$ cat src/rtl/display_sr_pkg.sv
// Shared constants for the display shift-register link: frame geometry,
// 7-segment patterns (bit0=a .. bit6=g) and BCD codes for blank/illegal digits.
package display_sr_pkg;

  localparam int FRAME_BITS = 48;
  localparam int DIGIT_BITS = 8;
  localparam int NUM_DIGITS = FRAME_BITS / DIGIT_BITS;

  localparam logic [6:0] SEG_0     = 7'h3F;
  localparam logic [6:0] SEG_1     = 7'h06;
  localparam logic [6:0] SEG_2     = 7'h5B;
  localparam logic [6:0] SEG_3     = 7'h4F;
  localparam logic [6:0] SEG_4     = 7'h66;
  localparam logic [6:0] SEG_5     = 7'h6D;
  localparam logic [6:0] SEG_6     = 7'h7D;
  localparam logic [6:0] SEG_7     = 7'h07;
  localparam logic [6:0] SEG_8     = 7'h7F;
  localparam logic [6:0] SEG_9     = 7'h6F;
  localparam logic [6:0] SEG_BLANK = 7'h00;

  localparam logic [3:0] BCD_BLANK = 4'hF;
  localparam logic [3:0] BCD_ERR   = 4'hE;

endpackage

$ cat src/rtl/display_sr_seg7_decode.sv
// Combinational 7-segment byte to BCD decoder; dp passes through, any pattern
// other than 0-9 or blank reports an error.
module seg7_decode
  import display_sr_pkg::*;
(
  input  logic [7:0] seg_byte,
  output logic [3:0] bcd,
  output logic       dp,
  output logic       err
);

  // Pattern lookup; the default arm covers every illegal segment combination
  always_comb begin
    bcd = BCD_ERR;
    err = 1'b1;
    dp  = seg_byte[7];
    case (seg_byte[6:0])
      SEG_0:     begin bcd = 4'h0;      err = 1'b0; end
      SEG_1:     begin bcd = 4'h1;      err = 1'b0; end
      SEG_2:     begin bcd = 4'h2;      err = 1'b0; end
      SEG_3:     begin bcd = 4'h3;      err = 1'b0; end
      SEG_4:     begin bcd = 4'h4;      err = 1'b0; end
      SEG_5:     begin bcd = 4'h5;      err = 1'b0; end
      SEG_6:     begin bcd = 4'h6;      err = 1'b0; end
      SEG_7:     begin bcd = 4'h7;      err = 1'b0; end
      SEG_8:     begin bcd = 4'h8;      err = 1'b0; end
      SEG_9:     begin bcd = 4'h9;      err = 1'b0; end
      SEG_BLANK: begin bcd = BCD_BLANK; err = 1'b0; end
      default:   begin bcd = BCD_ERR;   err = 1'b1; end
    endcase
  end

endmodule

$ cat src/rtl/display_sr_receiver.sv
// Deserialises 48-bit display frames from the clock's shift-register pins and
// presents a registered, decoded time snapshot with valid/error pulses.
module display_sr_receiver
  import display_sr_pkg::*;
#(
  parameter int FRAME_BITS  = 48,
  parameter int SYNC_STAGES = 2
) (
  input  logic       clk,
  input  logic       rst,
  input  logic       sr_clk_in,
  input  logic       sr_data_in,
  input  logic       sr_latch_in,
  output logic [3:0] hours_msd,
  output logic [3:0] hours_lsd,
  output logic [3:0] minutes_msd,
  output logic [3:0] minutes_lsd,
  output logic [3:0] seconds_msd,
  output logic [3:0] seconds_lsd,
  output logic [5:0] dp,
  output logic       frame_valid,
  output logic       frame_err,
  output logic [5:0] digit_err
);

  localparam int CNT_W = $clog2(FRAME_BITS + 2);
  localparam logic [CNT_W-1:0] CNT_FULL = CNT_W'(FRAME_BITS);
  localparam logic [CNT_W-1:0] CNT_OVER = CNT_W'(FRAME_BITS + 1);

  logic [SYNC_STAGES-1:0] clk_sync_r;
  logic [SYNC_STAGES-1:0] data_sync_r;
  logic [SYNC_STAGES-1:0] latch_sync_r;
  logic                   clk_prev_r;
  logic                   latch_prev_r;
  logic                   clk_rise_s;
  logic                   latch_rise_s;

  logic [FRAME_BITS-1:0]  shift_r;
  logic [FRAME_BITS-1:0]  shift_next_s;
  logic [CNT_W-1:0]       cnt_r;
  logic [CNT_W-1:0]       cnt_next_s;
  logic                   frame_ok_s;

  logic [5:0][3:0]        bcd_s;
  logic [5:0]             dp_s;
  logic [5:0]             derr_s;

  logic [5:0][3:0]        digits_r;
  logic [5:0]             dp_r;
  logic [5:0]             derr_r;
  logic                   valid_r;
  logic                   ferr_r;

  // Synchronise the three asynchronous pins and keep one delayed copy for edge detection
  always_ff @(posedge clk) begin
    if (rst) begin
      clk_sync_r   <= '0;
      data_sync_r  <= '0;
      latch_sync_r <= '0;
      clk_prev_r   <= 1'b0;
      latch_prev_r <= 1'b0;
    end else begin
      clk_sync_r   <= {clk_sync_r[SYNC_STAGES-2:0], sr_clk_in};
      data_sync_r  <= {data_sync_r[SYNC_STAGES-2:0], sr_data_in};
      latch_sync_r <= {latch_sync_r[SYNC_STAGES-2:0], sr_latch_in};
      clk_prev_r   <= clk_sync_r[SYNC_STAGES-1];
      latch_prev_r <= latch_sync_r[SYNC_STAGES-1];
    end
  end

  assign clk_rise_s   = clk_sync_r[SYNC_STAGES-1] & ~clk_prev_r;
  assign latch_rise_s = latch_sync_r[SYNC_STAGES-1] & ~latch_prev_r;

  // Post-shift view so a latch coinciding with the last shift edge sees the full frame
  always_comb begin
    shift_next_s = shift_r;
    cnt_next_s   = cnt_r;
    if (clk_rise_s) begin
      shift_next_s = {shift_r[FRAME_BITS-2:0], data_sync_r[SYNC_STAGES-1]};
      if (cnt_r < CNT_OVER) begin
        cnt_next_s = cnt_r + CNT_W'(1);
      end else begin
        cnt_next_s = cnt_r;
      end
    end else begin
      shift_next_s = shift_r;
      cnt_next_s   = cnt_r;
    end
    frame_ok_s = latch_rise_s && (cnt_next_s == CNT_FULL);
  end

  // Byte 5 (first on the wire) is hours_msd, byte 0 (last) is seconds_lsd
  for (genvar g = 0; g < 6; g++) begin : g_dec
    seg7_decode u_dec (
      .seg_byte (shift_next_s[g*DIGIT_BITS +: DIGIT_BITS]),
      .bcd      (bcd_s[g]),
      .dp       (dp_s[g]),
      .err      (derr_s[g])
    );
  end

  // Shift register, bit counter and registered snapshot outputs
  always_ff @(posedge clk) begin
    if (rst) begin
      shift_r  <= '0;
      cnt_r    <= '0;
      digits_r <= {6{BCD_BLANK}};
      dp_r     <= 6'b000000;
      derr_r   <= 6'b000000;
      valid_r  <= 1'b0;
      ferr_r   <= 1'b0;
    end else begin
      shift_r <= shift_next_s;
      valid_r <= frame_ok_s;
      ferr_r  <= latch_rise_s && !frame_ok_s;
      if (latch_rise_s) begin
        cnt_r <= '0;
      end else begin
        cnt_r <= cnt_next_s;
      end
      if (frame_ok_s) begin
        digits_r <= bcd_s;
        dp_r     <= dp_s;
        derr_r   <= derr_s;
      end
    end
  end

  assign hours_msd   = digits_r[5];
  assign hours_lsd   = digits_r[4];
  assign minutes_msd = digits_r[3];
  assign minutes_lsd = digits_r[2];
  assign seconds_msd = digits_r[1];
  assign seconds_lsd = digits_r[0];
  assign dp          = dp_r;
  assign digit_err   = derr_r;
  assign frame_valid = valid_r;
  assign frame_err   = ferr_r;

endmodule
$ cat config.mk
export PLATFORM = sky130hd
export DESIGN_NAME = display_sr_receiver
export DESIGN_NICKNAME = d
export VERILOG_FILES = /design/src/rtl/display_sr_pkg.sv /design/src/rtl/display_sr_seg7_decode.sv /design/src/rtl/display_sr_receiver.sv
export SDC_FILE = /design/constraint.sdc
export NUM_CORES = 1
export LEC_CHECK = 0
export CORE_MARGIN = 3
export CORE_UTILIZATION = 25
export DETAILED_ROUTE_END_ITERATION = 10
export GPL_TIMING_DRIVEN = 0
export PLACE_DENSITY = 0.41
export SYNTH_ARGS = -nofsm -noshare
export SYNTH_HDL_FRONTEND = slang
export SYNTH_SLANG_ARGS = --single-unit
$ cat constraint.sdc
create_clock -name clk -period 2.6 [get_ports clk]
set_clock_uncertainty 0.15 [all_clocks]
set_input_delay 0.52 -clock clk [delete_from_list [all_inputs] [get_ports clk]]
set_output_delay 0.52 -clock clk [all_outputs]
set_load 0.05 [all_outputs]
* Word-level counts from Yosys, hierarchy flattened
Index checks and enable logic that the tools add are counted.
Word-level totals: register bits 100, output and inout bits 38, logic and storage cells 115
Operators by class: $add $sub $neg 1, magnitude comparators 1, equality and inequality tests 61, muxes and demuxes 15, bitwise operators 4, reductions and logical operators 16
Operator list (count):
- == test 7 bit, second input constant | 42
- one-hot mux 4 bit (11 select lines) | 6
- == test 7 x 3 -> 1 bit, second input constant | 12
- OR reduction 11 bit | 6
- 2-to-1 mux 48 bit | 1
- == test 7 x 6 -> 1 bit, second input constant | 6
- logical NOT 7 bit | 6
- 2-to-1 mux 6 bit | 2
- adder 6 x 1 -> 6 bit, second input constant | 1
- == test 6 bit, second input constant | 1
- less-than comparator 6 bit, second input constant | 1
- 2-to-1 mux 1 bit | 6
- bitwise AND 1 bit | 2
- logical AND 1 bit | 2
- NOT 1 bit | 2
- OR reduction 2 bit | 1
- logical NOT 1 bit | 1

* Longest topological paths before layout
Gate-level depths: netlist (run 1).
depth in word-level cells 7, depth in mapped cells 10, gate-level depth less buffers 8

* Cells and area by module
A second synthesis (run 1) with hierarchy kept.
Second synthesis, totals: cell total of the unflattened synthesis 683, area, all modules 5430.2 µm²
By module, submodules not included:
- display_sr_receiver | instances 1, cells an instance 491, area each 4108.9 µm²
- seg7_decode | instances 6, cells an instance 32, area each 220.2 µm²

* Least setup slack after synthesis (run 1)
No wires, ideal clock.
path type flip-flop to flip-flop, from register cnt_r[0], to register derr_r[5] (netlist: digit_err[5]), arrival 2.113 ns, data required time 2.379 ns, setup slack 0.266 ns, stages on the path, launching flop included 8, buffers on the path 0, period minus slack after synthesis 2.334 ns, cell sequence dfxtp_1 > inv_1 > ha_1 > or4_4 > o21ai_2 > o211ai_2 > or4_1 > a21oi_1
Between the ends: word-level cells in the longest chain between the ends 5, elaborated cells on any way between the ends 6
RTL lines:
- start, declared | RTL line display_sr_receiver.sv:40 | logic [CNT_W-1:0] cnt_r;
- start signal, assigned | RTL line display_sr_receiver.sv:119 | cnt_r <= cnt_next_s;
- adder 6 x 1 -> 6 bit / less-than comparator 6 bit (equally long branches) | RTL line display_sr_receiver.sv:81, display_sr_receiver.sv:80
- 2-to-1 mux 6 bit | RTL line display_sr_receiver.sv:80 | if (cnt_r < CNT_OVER) begin
- 2-to-1 mux 6 bit * | RTL line display_sr_receiver.sv:78 | if (clk_rise_s) begin
- == test 6 bit * | RTL line display_sr_receiver.sv:89 | frame_ok_s = latch_rise_s && (cnt_next_s == CNT_FULL);
- logical AND 1 bit * | RTL line display_sr_receiver.sv:89
- end signal, assigned | RTL line display_sr_receiver.sv:124 | derr_r <= derr_s;
- end, declared | RTL line display_sr_receiver.sv:50 | logic [5:0] derr_r;
Every way passes the cells marked *; elsewhere a longest branch is shown, timed or not. A chain may end at the register's enable or synchronous reset.

* Final worst setup path (run 1)
from register cnt_r[0], to register dp_r[3] (netlist: dp[3])
Between the ends: word-level cells in the longest chain between the ends 5, elaborated cells on any way between the ends 6
RTL lines:
- adder 6 x 1 -> 6 bit / less-than comparator 6 bit (equally long branches) | RTL line display_sr_receiver.sv:81, display_sr_receiver.sv:80
- 2-to-1 mux 6 bit | RTL line display_sr_receiver.sv:80
- 2-to-1 mux 6 bit * | RTL line display_sr_receiver.sv:78
- == test 6 bit * | RTL line display_sr_receiver.sv:89
- logical AND 1 bit * | RTL line display_sr_receiver.sv:89
- end signal, assigned | RTL line display_sr_receiver.sv:123 | dp_r <= dp_s;
- end, declared | RTL line display_sr_receiver.sv:49 | logic [5:0] dp_r;
Marks and branches as above.

==> impl_metrics.tcl, run 1 <==
set metrics [dict create \
    gp_congestion 0.916 \
    min_to "latch_sync_r[1]" \
    fin_crit_ns 2.47 \
    drv_cap 0 \
    power_density_mw_per_mm2 443 \
    yosysWarnings 0 \
    leakage_nw 2.43 \
    fillCellCount 2481 \
    slowest_stage "or4_4" \
    clkSlewWorstSetupHoldPaths_ns 0.08 \
    antenna_found_initial 0 \
    hpwl_mm 16.6 \
    critPathMaxStageDelay_ns 0.50 \
    synthTopCellsByCount "nand2_1, dfxtp_1, a21oi_1, nor2_1, clkbuf_1" \
    stdcell_count 1147 \
    synth_nets 781 \
    clk-insertion-delay-late_ns 0.36 \
    yosysMostFrequentCell "nand2_1" \
    drtIter0Drc 551 \
    place_area_sq_mm 0.00669 \
    min_path_type "reg2reg" \
    ys_async_sr_fraction_pct 0 \
    port_buffers 41 \
    syn_inst 774 \
    die_y_um 159 \
    yosys.area.top_type_share_pct 34.0 \
    critPathKind "reg2reg" \
    clockBufferDepth 2 \
    rows 55 \
    total_power_w 0.00322 \
    cpMostUsedCell "buf_6" \
    drive_gt1_share_pct 10.6 \
    via_per_inst 5.44 \
    drtAntennaViolNets 0 \
    synthTopCellsByArea "dfxtp_1, nand2_1, a21oi_1" \
    die_x_um 159 \
    finalHoldViolations 0 \
    synth.largest_area_cell "dfxtp_1" \
    nets 836 \
    drt-met1-wl_mm 10.9 \
    rr_worst_depth 9 \
    max-vdd-ir-drop_mv 0.373 \
    dr.pass1.iters 5 \
    cts-root-buf "clkbuf_16" \
    io-pin-count 43 \
    synth.distinct_cells 80 \
    gr-total-overflow 0 \
    drc_errors 0 \
    worst_ep_arrival_time_ns 2.58 \
    setup-violations-final 0 \
    path_cells "inv_2 -> ha_1 -> or4_4 -> o21ai_4 -> o211a_1 -> buf_6 -> buf_6 -> nor2_1 -> a211oi_1" \
    maxUsedRoutingLayer "met4" \
    utilization_pct 31.7 \
    dp.cells 1128 \
    grt_pass1_wl_mm 36.6 \
    hold_path.startpoint "latch_sync_r[0]" \
    grt.total_usage_pct 18.4 \
    cp_max_fo 10 \
    synthToLayoutAreaGrowth_pct 23.6 \
    start_kind "flop" \
    synth-edff-count 0 \
    final_area_sq_mm 0.00727 \
    cts.sinks 100 \
    cp.required_ns 2.71 \
    relSlewSlack_pct 45.8 \
    end_kind "flop" \
    met2_length_mm 10.7 \
    tritoncts "done" \
    synthFlopType "dfxtp_1" \
    finalCritPeriodShare_pct 94.9 \
    numCtsBuffers 9 \
    wl_mm 23.6 \
    core_area_sq_mm 0.0229 \
    ys_seq_elements 100 \
    maxSlewViolCount 0 \
    path_buf_inv 3 \
    grt_max_degree 18 \
    syn_area_per_cell_sq_um 7.60 \
    syn_area_sq_mm 0.00588 \
    status "complete, no violations" \
    via_count 6235 \
    wl_met3_mm 1.38 \
    setup_tns_ns 0 \
    wire_per_inst_um 20.6 \
    grt_setup_unrepaired "true" \
    diodes 0 \
    ys_seq_area_share_pct 34.0 \
    worst_pin_slew_ns 0.812 \
    r2r-end "dp[3]" \
    hold_depth 1 \
    start_util_pct 25.7 \
    htree_levels 3 \
    path_delay_family "compound AO/OA/AOI/OAI gates" \
    die_area_sq_mm 0.0254 \
    grt_pass1_vias 6064 \
    r2r-start "cnt_r[0]" \
    rrSetupSlack_ns 0.13 \
    timing.fmax_ghz 0.405 \
]
[routing by layer]
layer / global-route usage (%) / vias up
met4: 7.04 / 0
met1: 24.9 / 3005
li1: - / 2942
met3: 3.41 / 52
met5: 0 / -
met2: 28.9 / 236
[worst max path at each step]
| stage | startpoint | endpoint | cells past startpoint |
|---|---|---|---|
| floorplan | cnt_r[0] | digit_err[5] | 7 |
| global placement | clk_sync_r[1] | digit_err[1] | 8 |
| detailed placement | clk_sync_r[1] | digit_err[1] | 8 |
| CTS | cnt_r[0] | dp[3] | 9 |
| global route | clk_prev_r | hours_lsd[3] | 8 |
| finish | cnt_r[0] | dp[3] | 9 |
[worst register-to-register path, stage by stage (launching register included)]
cell	delay, ns
dfxtp_2	0.37
inv_2	0.07
ha_1	0.32
or4_4	0.50
o21ai_4	0.18
o211a_1	0.19
buf_6	0.17
buf_6	0.18
nor2_1	0.06
a211oi_1	0.20
[layout by cell type (no fill, tap or decap), drive strengths merged, types with 9 or more instances in the layout]
cell type / instances
clkbuf: 64
a211oi: 16
nor2: 53
nor3: 29
dfxtp: 100
nor2b: 16
o22ai: 18
nand4: 9
and4b: 9
inv: 27
a31oi: 19
o21ai: 17
nand3b: 16
clkdlybuf4s50: 41
buf: 24
mux2i: 10
a21oi: 68
and3: 9
nand2: 105
nand3: 32
[what timing repair did]
action / CTS / global route
setup buffers: 2 / 1
pin swaps: 2 / 2
setup endpoints to repair: 61 / 59
hold buffers: 0 / 0
gates resized for setup: 29 / 34
[report_power, final]
part	internal (W)	switching [W]
Clock	0.000851	0.000645
Combinational	0.0000479	0.000136
Sequential	0.00154	0.00000514
[sequential cells by signal (all words and copies together) (netlist names)]
register / count
seconds_lsd: 4
minutes_msd: 4
clk_sync_r: 2
latch_prev_r: 1
data_sync_r: 2
frame_err: 1
clk_prev_r: 1
hours_lsd: 4
cnt_r: 6
digit_err: 6
minutes_lsd: 4
shift_r: 48
latch_sync_r: 2
dp: 6
seconds_msd: 4
hours_msd: 4
frame_valid: 1
[logic make-up (layout without fill, tap and decap cells)]
logic type | after synthesis | after routing | share of synthesized area (%)
compound gates | 222 | 222 | 26.0
simple gates | 333 | 333 | 29.8
mux | 10 | 10 | 1.70
xor+xnor | 4 | 4 | 0.596
flops | 100 | 100 | 34.0
fa+ha+maj | 2 | 2 | 0.425
buf+inv | 103 | 163 | 7.49
[stage by stage]
stage | hold WS (ns) | setup WS (ns)
floorplan | 0.264 | 0.266
detailed placement | 0.274 | -0.784
global placement | 0.268 | -0.855
CTS | 0.292 | 0.00710
global route | 0.324 | -0.0491
finish | 0.288 | 0.132
[final cells by class]
| cell class | count | area (sq um) | share of cell area, % |
|---|---|---|---|
| tap | 313 | 392 | 5.38 |
| clock buffer | 9 | 225 | 3.10 |
| clock inverter | 7 | 100 | 1.38 |
| sequential | 100 | 2010 | 27.6 |
| multi-input combinational | 571 | 3600 | 49.4 |
| inverter | 27 | 101 | 1.39 |
| buffer | 76 | 408 | 5.61 |
| timing repair buffer | 44 | 445 | 6.12 |
(Power assumes the default switching activity.)
==> run 2, diff against run 1 <==
--- a/config.mk
+++ b/config.mk
@@ -6,10 +6,10 @@
 export NUM_CORES = 1
 export LEC_CHECK = 0
 export CORE_MARGIN = 3
-export CORE_UTILIZATION = 25
+export CORE_UTILIZATION = 50
 export DETAILED_ROUTE_END_ITERATION = 10
 export GPL_TIMING_DRIVEN = 0
-export PLACE_DENSITY = 0.41
+export PLACE_DENSITY = 0.7
 export SYNTH_ARGS = -nofsm -noshare
 export SYNTH_HDL_FRONTEND = slang
 export SYNTH_SLANG_ARGS = --single-unit
==> run 2 against run 1 <==
Wire length shrank 13%. Sequential share of layout area is 1.2 points higher. Highest routed layer unchanged. Critical path depth decreased by 1. Via count increased by 2.6%. Core utilization up 31 points. Clock power decreased by 13%. Die area decreased by 48%. Design area is 4.3% lower. Power down 6.2%. First-iteration DRC count increased by 48%. Clock-buffer cell count is 1 higher. Setup slack lost 0.065 ns.
==> impl_metrics.tcl, run 2 (synthesized netlist as in run 1, its figures left out) <==
set metrics [dict create \
    die_area_sq_mm 0.0131 \
    min_path_type "reg2reg" \
    setup-violations-final 0 \
    preCtsSetupSlack_ns -0.595 \
    drc_errors 0 \
    drtIter0Drc 817 \
    clkSlewWorstSetupHoldPaths_ns 0.07 \
    fillCellCount 983 \
    drive_gt1_share_pct 10.5 \
    via_per_inst 6.58 \
    start_kind "flop" \
    grt_pass1_vias 6025 \
    end_kind "flop" \
    multiInputGateArea_sq_mm 0.00358 \
    grt_pass1_wl_mm 32.2 \
    finalHoldViolations 0 \
    nets 834 \
    start_util_pct 52.7 \
    dr.pass1.iters 6 \
    grt_max_degree 18 \
    timing.fmax_ghz 0.395 \
    worst_ep_arrival_time_ns 2.66 \
    largest_register_ffs 48 \
    postCtsHoldBufs 0 \
    grt_setup_unrepaired "true" \
    worst_pin_slew_ns 0.750 \
    diodes 0 \
    maxSlewViolCount 0 \
    hpwl_mm 14.6 \
    layout_commonest_cell "nand2_1" \
    path_delay_family "compound AO/OA/AOI/OAI gates" \
    path_cells "nor2b_1 -> buf_2 -> buf_2 -> nor3_1 -> o21a_1 -> a221oi_4 -> o2111ai_4 -> o22ai_1" \
    rows 38 \
    tritoncts "done" \
    clk-insertion-delay-late_ns 0.35 \
    die_y_um 114 \
    critPathKind "reg2reg" \
    drtAntennaViolNets 0 \
    numCtsBuffers 9 \
    slowest_stage "dfxtp_1" \
    io-pin-count 43 \
    regMostFlops "shift_r" \
    gp_congestion 0.963 \
    die_x_um 114 \
    grt.total_usage_pct 31.5 \
    cpMostUsedCell "buf_2" \
    core_area_sq_mm 0.0112 \
    cp_max_fo 10 \
    drv_cap 0 \
    status "complete, no violations" \
    critPathMaxStageDelay_ns 0.46 \
    path_buf_inv 2 \
    finalCritPeriodShare_pct 97.4 \
    place_area_sq_mm 0.00647 \
    wl_mm 20.6 \
    via_count 6394 \
    cp.required_ns 2.73 \
    max-vdd-ir-drop_mv 0.431 \
    power_density_mw_per_mm2 434 \
    total_power_w 0.00302 \
    gr-total-overflow 0 \
    cts-root-buf "clkbuf_16" \
    seqCellArea_sq_mm 0.00200 \
    port_buffers 41 \
    leakage_nw 2.39 \
    final_area_sq_mm 0.00696 \
    layout_common_cells "nand2_1, dfxtp_1, a21oi_1" \
    htree_levels 3 \
    synthToLayoutAreaGrowth_pct 18.3 \
    antenna_found_initial 0 \
    wire_per_inst_um 21.2 \
    fin_ws_ns 0.0677 \
    clockBufferDepth 2 \
    cts.sinks 100 \
    fin_crit_ns 2.53 \
    relSlewSlack_pct 50.0 \
]
-- run 2: changes by cell type in the layout (fill, tap and decap cells not counted), moves of 2 or more --
cell,change
buf_2,+3
a21oi_1,-2
a21oi_2,+2
buf_6,-2
bufinv_16,-2
clkinv_4,-2
clkinvlp_4,+2
mux2i_2,+2
-- run 2: report_power, final --
group	leakage [nW]	switching (W)	internal (W)
combinational	1.44	0.000128	0.0000472
sequential	0.809	0.00000544	0.00154
clock	0.135	0.000623	0.000683
-- run 2: what timing repair did --
item                                    in CTS  in global routing
endpoints found under the setup margin      55                 41
gates resized for setup                     20                 39
buffers inserted                             1                  0
pin swaps                                    2                  1
-- run 2: layer usage --
metal	part of all wire (%)	global-route usage [%]	vias up
met1	42	42.2	3025
met2	45	48.0	341
li1	-	-	2936
met4	4.5	14.3	0
met5	0	0	-
met3	8.5	7.45	92
-- run 2: final timing paths --
kind,from,to,cells after the start,slack [ns]
max,clk_sync_r[1],digit_err[1],8,0.07
min,latch_sync_r[0],latch_sync_r[1],1,0.30
max reg2reg,clk_sync_r[1],digit_err[1],8,0.07
min reg2reg,latch_sync_r[0],latch_sync_r[1],1,0.30
-- run 2: cell type report --
type / count / area share (%)
Buffer: 76 / 5.64
Timing Repair Buffer: 42 / 6.00
Clock buffer: 10 / 3.43
Tap cell: 140 / 2.52
Inverter: 27 / 1.46
Sequential cell: 100 / 28.8
Clock inverter: 6 / 0.665
Multi-Input combinational cell: 571 / 51.5
-- run 2: through the flow --
step	util [%]	TNS (ns)	cells	hold WS (ns)
5_1_grt	62.3	-0.0993	972	0.309
3_3_place_gp	57.9	-8.78	955	0.269
6_report	62.3	0	972	0.297
4_1_cts	61.1	-0.0225	972	0.298
3_5_place_dp	57.9	-8.79	955	0.281
2_1_floorplan	-	0	774	0.264
-- run 2: worst reg2reg max path, delay by kind of cell, from the launching register on --
family / cells / cell delay (ns)
buffers and inverters: 2 / 0.53
and+or+nand+nor: 2 / 0.25
AOI/OAI and AO/OA: 4 / 1.07
DFF: 1 / 0.46
